### src/rtl/debounce_sync_if.sv
// Raw-input conditioner bundle: raw level and enable in,
// debounced level, edge pulses, toggle and busy out.
interface debounce_sync_if;
  logic raw_in;
  logic enable;
  logic clean;
  logic rise;
  logic fall;
  logic toggle;
  logic busy;

  modport master (
    output raw_in,
    output enable,
    input  clean,
    input  rise,
    input  fall,
    input  toggle,
    input  busy
  );

  modport slave (
    input  raw_in,
    input  enable,
    output clean,
    output rise,
    output fall,
    output toggle,
    output busy
  );
endinterface

### src/rtl/debounce_sync.sv
// Synchronise a raw asynchronous input, reject bounce shorter than
// DEBOUNCE_CYCLES and emit clean level, edge pulses and toggle.
module debounce_sync #(
  parameter int SYNC_STAGES     = 2,
  parameter int DEBOUNCE_CYCLES = 1000,
  parameter int CNT_W           = 16
) (
  input logic            clk,
  input logic            reset,
  debounce_sync_if.slave bus
);

  if (SYNC_STAGES < 2 || SYNC_STAGES > 4) begin : g_bad_sync
    $error("debounce_sync: SYNC_STAGES must be 2..4");
  end

  if (DEBOUNCE_CYCLES < 2 ||
      (64'(DEBOUNCE_CYCLES) - 64'd1) >= (64'd1 << CNT_W)) begin : g_bad_cnt
    $error("debounce_sync: DEBOUNCE_CYCLES-1 must fit in CNT_W bits");
  end

  localparam logic [CNT_W-1:0] LAST = CNT_W'(DEBOUNCE_CYCLES - 1);
  localparam logic [CNT_W-1:0] ONE  = CNT_W'(1);

  typedef enum logic [1:0] {
    IDLE_LO = 2'd0,
    WAIT_HI = 2'd1,
    IDLE_HI = 2'd2,
    WAIT_LO = 2'd3
  } state_t;

  logic [SYNC_STAGES-1:0] sync_q;
  logic                   s;

  state_t           state_q, state_n;
  logic [CNT_W-1:0] cnt_q, cnt_n;
  logic             clean_q, clean_n;
  logic             rise_q, rise_n;
  logic             fall_q, fall_n;
  logic             toggle_q, toggle_n;
  logic             busy_q, busy_n;

  assign s = sync_q[SYNC_STAGES-1];

  // Synchroniser chain, free-running regardless of enable.
  always_ff @(posedge clk or negedge reset) begin
    if (!reset) begin
      sync_q <= '0;
    end else begin
      sync_q <= {sync_q[SYNC_STAGES-2:0], bus.raw_in};
    end
  end

  // Next state, counter and registered outputs; enable=0 aborts waits.
  always_comb begin
    state_n  = state_q;
    cnt_n    = '0;
    clean_n  = clean_q;
    rise_n   = 1'b0;
    fall_n   = 1'b0;
    toggle_n = toggle_q;
    unique case (state_q)
      IDLE_LO: begin
        if (s && bus.enable) begin
          state_n = WAIT_HI;
          cnt_n   = ONE;
        end
      end
      WAIT_HI: begin
        if (!bus.enable || !s) begin
          state_n = IDLE_LO;
        end else if (cnt_q == LAST) begin
          state_n  = IDLE_HI;
          clean_n  = 1'b1;
          rise_n   = 1'b1;
          toggle_n = ~toggle_q;
        end else begin
          cnt_n = cnt_q + ONE;
        end
      end
      IDLE_HI: begin
        if (!s && bus.enable) begin
          state_n = WAIT_LO;
          cnt_n   = ONE;
        end
      end
      WAIT_LO: begin
        if (!bus.enable || s) begin
          state_n = IDLE_HI;
        end else if (cnt_q == LAST) begin
          state_n = IDLE_LO;
          clean_n = 1'b0;
          fall_n  = 1'b1;
        end else begin
          cnt_n = cnt_q + ONE;
        end
      end
      default: begin
        state_n = IDLE_LO;
      end
    endcase
    busy_n = (state_n == WAIT_HI) || (state_n == WAIT_LO);
  end

  // State register and registered outputs.
  always_ff @(posedge clk or negedge reset) begin
    if (!reset) begin
      state_q  <= IDLE_LO;
      cnt_q    <= '0;
      clean_q  <= 1'b0;
      rise_q   <= 1'b0;
      fall_q   <= 1'b0;
      toggle_q <= 1'b0;
      busy_q   <= 1'b0;
    end else begin
      state_q  <= state_n;
      cnt_q    <= cnt_n;
      clean_q  <= clean_n;
      rise_q   <= rise_n;
      fall_q   <= fall_n;
      toggle_q <= toggle_n;
      busy_q   <= busy_n;
    end
  end

  assign bus.clean  = clean_q;
  assign bus.rise   = rise_q;
  assign bus.fall   = fall_q;
  assign bus.toggle = toggle_q;
  assign bus.busy   = busy_q;

endmodule

### src/flat_wrapper.sv
// flat-port wrapper written by rule: the top's interface ports become plain ports
module debounce_sync_flat 
#(
  parameter int SYNC_STAGES     = 2,
  parameter int DEBOUNCE_CYCLES = 1000,
  parameter int CNT_W           = 16
)
  (clk, reset, bus_raw_in, bus_enable, bus_clean, bus_rise, bus_fall, bus_toggle, bus_busy);
  debounce_sync_if bus_i ();
  input logic clk;
  input logic reset;
  input wire logic [$bits(bus_i.raw_in)-1:0] bus_raw_in;
  input wire logic [$bits(bus_i.enable)-1:0] bus_enable;
  output wire logic [$bits(bus_i.clean)-1:0] bus_clean;
  output wire logic [$bits(bus_i.rise)-1:0] bus_rise;
  output wire logic [$bits(bus_i.fall)-1:0] bus_fall;
  output wire logic [$bits(bus_i.toggle)-1:0] bus_toggle;
  output wire logic [$bits(bus_i.busy)-1:0] bus_busy;
  assign bus_i.raw_in = bus_raw_in;
  assign bus_i.enable = bus_enable;
  assign bus_clean = bus_i.clean;
  assign bus_rise = bus_i.rise;
  assign bus_fall = bus_i.fall;
  assign bus_toggle = bus_i.toggle;
  assign bus_busy = bus_i.busy;
  debounce_sync #(.SYNC_STAGES(SYNC_STAGES), .DEBOUNCE_CYCLES(DEBOUNCE_CYCLES), .CNT_W(CNT_W)) u_core (.clk(clk), .reset(reset), .bus(bus_i));
endmodule
### config.mk
export PLATFORM = sky130hd
export DESIGN_NAME = debounce_sync_flat
export DESIGN_NICKNAME = d
export VERILOG_FILES = /design/src/rtl/debounce_sync_if.sv /design/src/rtl/debounce_sync.sv /design/src/flat_wrapper.sv
export SDC_FILE = /design/constraint.sdc
export NUM_CORES = 1
export LEC_CHECK = 0
export ABC_AREA = 1
export CORE_ASPECT_RATIO = 1.4
export CORE_MARGIN = 2
export CORE_UTILIZATION = 41
export CTS_BUF_LIST = sky130_fd_sc_hd__clkbuf_4 sky130_fd_sc_hd__clkbuf_8 sky130_fd_sc_hd__clkbuf_16
export CTS_CLUSTER_DIAMETER = 150
export DETAILED_ROUTE_END_ITERATION = 8
export PLACE_DENSITY = 0.58
export SLEW_MARGIN = 20
export SYNTH_ARGS = -nofsm -noshare
export SYNTH_HDL_FRONTEND = slang
export SYNTH_SLANG_ARGS = --single-unit
### constraint.sdc
create_clock -name clk -period 1.85 [get_ports clk]
set_input_delay 0.37 -clock clk [delete_from_list [all_inputs] [get_ports clk]]
set_output_delay 0.37 -clock clk [all_outputs]
set_load 0.02 [all_outputs]
### Word-level counts from Yosys, hierarchy flattened

Index checks and enable logic that the tools add are counted.
W data, S select, Z words.

* flip-flop bits (word level): 25
* input port bits: 4
* output and inout bits: 5
* word-level logic and storage cells: 55

* add/sub/neg operators: 1
* equal/unequal tests: 10
* multiplexer cells: 23
* bitwise logic cells: 2
* reduce and logical (&&, ||, !) cells: 11

Operator list (count)
* $pmux W16 S4: 1
* $mux W16: 3
* $add A16 B1 Y16 const B: 1
* $eq A16 B10 Y1 const B: 1
* $mux W2: 6
* $mux W1: 11
* $pmux W2 S4: 1
* $eq A2 B2 Y1 const B: 3
* $reduce_and A5 Y1: 1
* $eq A2 B1 Y1 const B: 2
* $ne A2 B1 Y1 const B: 2
* $ne A2 B2 Y1 const B: 2
* $logic_or A1 B1 Y1: 3
* $reduce_and A3 Y1: 1
* $logic_and A1 B1 Y1: 2
* $logic_not A1 Y1: 2
* $logic_not A2 Y1: 1
* $not A1 Y1: 2
* $pmux W1 S2: 1
* $reduce_bool A2 Y1: 1

### Longest topological paths before layout

* depth after elaboration: 6
* depth in mapped cells: 9
* gate-level depth less buffers: 9

### Worst setup path after synthesis

OpenSTA, ideal clock, no wires.

* path type: register to register
* start: register u_core.cnt_q[0]
* end: register u_core.cnt_q[10]
* library setup time: 71 ps
* data arrival time: 1215 ps
* data required time: 1779 ps
* setup slack: 564 ps
* stages on the path, launching flop included: 10
* path buffers: 1
* period minus slack after synthesis: 1286 ps
* cells stage by stage: dfrtp_1 > ha_1 > nand2_1 > inv_1 > nand2_1 > nor2_2 > nand2_2 > nand2_2 > buf_6 > nor2_1

* cells in the longest elaborated chain, start to end: 4
* elaborated cells on any way between the ends: 6

Ends and longest elaborated chain
* from (decl): line debounce_sync.sv:36 `logic [CNT_W-1:0] cnt_q, cnt_n;`
* from (signal assigned): line debounce_sync.sv:117 `cnt_q <= cnt_n;`
* $add A16 B1 Y16 / $eq A16 B10 Y1 (equally long branches)
* $mux W16 (*): line debounce_sync.sv:72, debounce_sync.sv:90
* $mux W16, on equally long branches: line debounce_sync.sv:88, debounce_sync.sv:70
* $pmux W16 S4 (*): line debounce_sync.sv:62 `unique case (state_q)`
* named net u_core.cnt_n[10]: line debounce_sync.sv:36

The timed path passes the listed nets; every way through them passes the cells marked *.
A chain may end at the register's enable or synchronous reset.

==> impl_metrics.ini <==
[setup_path]
cp.arrival_ns = 1.33
worstSetupEndpointType = output port
crit_path_cell_trace = clkdlybuf4s50_1
critical_path.max_stage_delay_ns = 0.64
reg2regPathDepth = 8
timing.rr.end = u_core.cnt_q[9]
cp_max_fo = 6
startpoint_type = register
critPathKind = reg2out
cp_slowest_cell = clkdlybuf4s50_1
worst-path-buf-inv = 1
worstPathRequired_ns = 1.48
reg2reg_from = u_core.cnt_q[0]
rrSetupSlack_ns = 0.32
crit_family = buffers and inverters

[synthesis]
synth_top_area_share_pct = 48.0
yosys.area.top_type = dfrtp_1
synthFlopType = dfrtp_1
syn_avg_cell_area_sq_um = 7.45
post-synth-top-count-cell = nand2_1
synth-seq-area-share_pct = 48.0
yosysUniqueCellTypes = 19
yosys_warnings = 0
synth-seq-cells = 24
synthTopCellsByCount = nand2_1 (49), nor2_1 (34), dfrtp_1 (24)
syn_inst = 168
synth_edf_count = 0
netlist_area_sq_mm = 0.00125
ys_top_cells_by_area = dfrtp_1 (48%), nand2_1 (15%), nor2_1 (10%)
syn_nets = 173
ys_async_sr_fraction_pct = 100

[place]
gp_congestion = 0.877
port_buffers = 8
pre_cts_slack_ns = 0.114
hpwl_microns = 2010

[cells_and_area]
nets = 186
fill_cells = 312
diodes = 0
drive_gt1_share_pct = 6.70
syn2layout_area_growth_pct = 13.1

[drt]
dr.pass1.iters = 4
vias = 1058
via_per_inst = 4.90
drtAntennaViolNets = 0
drc = 0
dr.first_iter.drc_count = 21
wirelength_microns = 2620
wl_per_cell_microns = 12.1

[sta]
hold_slack_ns = 0.366
finalCriticalPeriod_ns = 1.70
hold_violations = 0
setup_viol = 0
setup_slack_ns = 0.154
grt_setup_unrepaired = no
worstMarginPinSlew_ns = 0.312
fmax_mhz = 590
fin_skew_ns = 0.00285
tns_ns = 0
finalMaxSlewViolations = 0
fin_crit_sh_pct = 91.7
maxSlewHeadroom_pct = 79.2

[die]
coreArea_sq_mm = 0.00288
die_x_microns = 50.7
fp-row-count = 23
die-area_sq_mm = 0.00352
start_util_pct = 43.5
die_h_microns = 69.4
io_pins = 9

[run_status]
outcome = complete, no violations

[clocking]
cts_buffer_depth = 2
cts_sinks = 24
clock_latency_ns = 0.26
clkSlewWorstSetupHoldPaths_ns = 0.08
postCtsSetupBuffers = 0
root_buffer = clkbuf_8
cts_hold_buf = 0
cts.htree.levels = 1
numCtsBuffers = 3
post_cts_resize_count = 0
cts_tree = yes

[power_and_ir_drop]
power_w = 0.000881
vdd_ir_drop_max_v = 0.000461
powerDensity_mw_per_mm2 = 622
p_leak_nw = 0.642

[global_route]
grt.busiest_layer = met2
grt_pass1_vias = 1090
grt_max_degree = 25
grt_util_all_layers_pct = 17.7
antenna_found_initial = 0
use_met1_pct = 20.6
use_met3_pct = 2.16
grt_pass1_wl_microns = 4770
grt_overflow = 0
use_met2_pct = 31.1

[min_path]
hold_end = u_core.sync_q[1]
holdCritPathClass = reg2reg
whs_path_depth = 0
worstHoldStart = u_core.sync_q[0]

[run]
drv_cap = 0
[cell usage in the layout (no fill, tap or decap)]
cell type,count
nand2_2,3
inv_2,1
nor2_2,4
clkbuf_8,3
xnor2_1,2
nand4_1,5
ha_1,1
buf_4,1
nor3_1,1
nand3_1,9
xor2_1,3
nor2_1,34
nand3b_1,1
o21ai_0,5
clkdlybuf4s50_1,8
o21bai_1,2
nand2_1,49
a21boi_0,1
a21oi_1,4
inv_1,18
dfrtp_1,24
[where the power goes]
| part | internal [W] | switching, W | leakage (nW) |
|---|---|---|---|
| registers | 0.000530 | 0.00000660 | 0.324 |
| clock network | 0.000146 | 0.000159 | 0.0216 |
| logic | 0.0000151 | 0.0000246 | 0.297 |
[flip-flops by register name, indices dropped and copies added (netlist names)]
register	flops
u_core.bus.rise	1
u_core.bus.toggle	1
u_core.bus.fall	1
u_core.bus.clean	1
u_core.sync_q	2
u_core.state_q	2
u_core.cnt_q	16
[layer usage]
metal  up-vias  routed length [microns]  part of all wire [%]
met5         -                        0                     0
met4         0                       63                   2.4
met3         7                       65                   2.5
met2        22                     1360                    52
met1       485                     1140                    43
li1        544                        -                     -
[area by class of cell]
| cell class | count | area (sq um) | share of cell area (%) |
|---|---|---|---|
| inverters | 19 | 71.3 | 5.04 |
| clock buffers | 3 | 41.3 | 2.92 |
| well taps | 37 | 46.3 | 3.27 |
| flip-flops and latches | 24 | 601 | 42.4 |
| multi-input cells | 124 | 568 | 40.1 |
| repair buffers | 9 | 87.6 | 6.19 |
[per-stage QoR]
step / utilization, % / instances / instance area (sq um)
after floorplan: - / 168 / 1250
after global placement: 47.7 / 213 / 1370
after detailed placement: 47.7 / 213 / 1370
after CTS: 49.2 / 216 / 1420
after global routing: 49.2 / 216 / 1420
final: 49.2 / 216 / 1420
[worst max path at each step]
stage	slack, ns	from	cells after the start	endpoint
2_1_floorplan	0.56	u_core.cnt_q[0]	9	u_core.cnt_q[10]
3_5_place_dp	0.11	bus_enable	7	u_core.cnt_q[11]
3_3_place_gp	0.16	bus_enable	7	u_core.cnt_q[11]
4_1_cts	0.14	u_core.state_q[0]	1	bus_busy
6_report	0.15	u_core.state_q[0]	1	bus_busy
5_1_grt	0.09	u_core.state_q[0]	1	bus_busy
[logic make-up after synthesis]
| group | Yosys count | synth area share (%) |
|---|---|---|
| and+or+nand+nor | 106 | 35.5 |
| DFF | 24 | 48.0 |
| xor gates and xnor gates | 5 | 3.50 |
| AOI/OAI and AO/OA | 12 | 5.40 |
| adders and majority gates | 1 | 1.00 |
| buffers and inverters | 20 | 6.60 |
No activity file was read; power rests on OpenSTA's default activity.
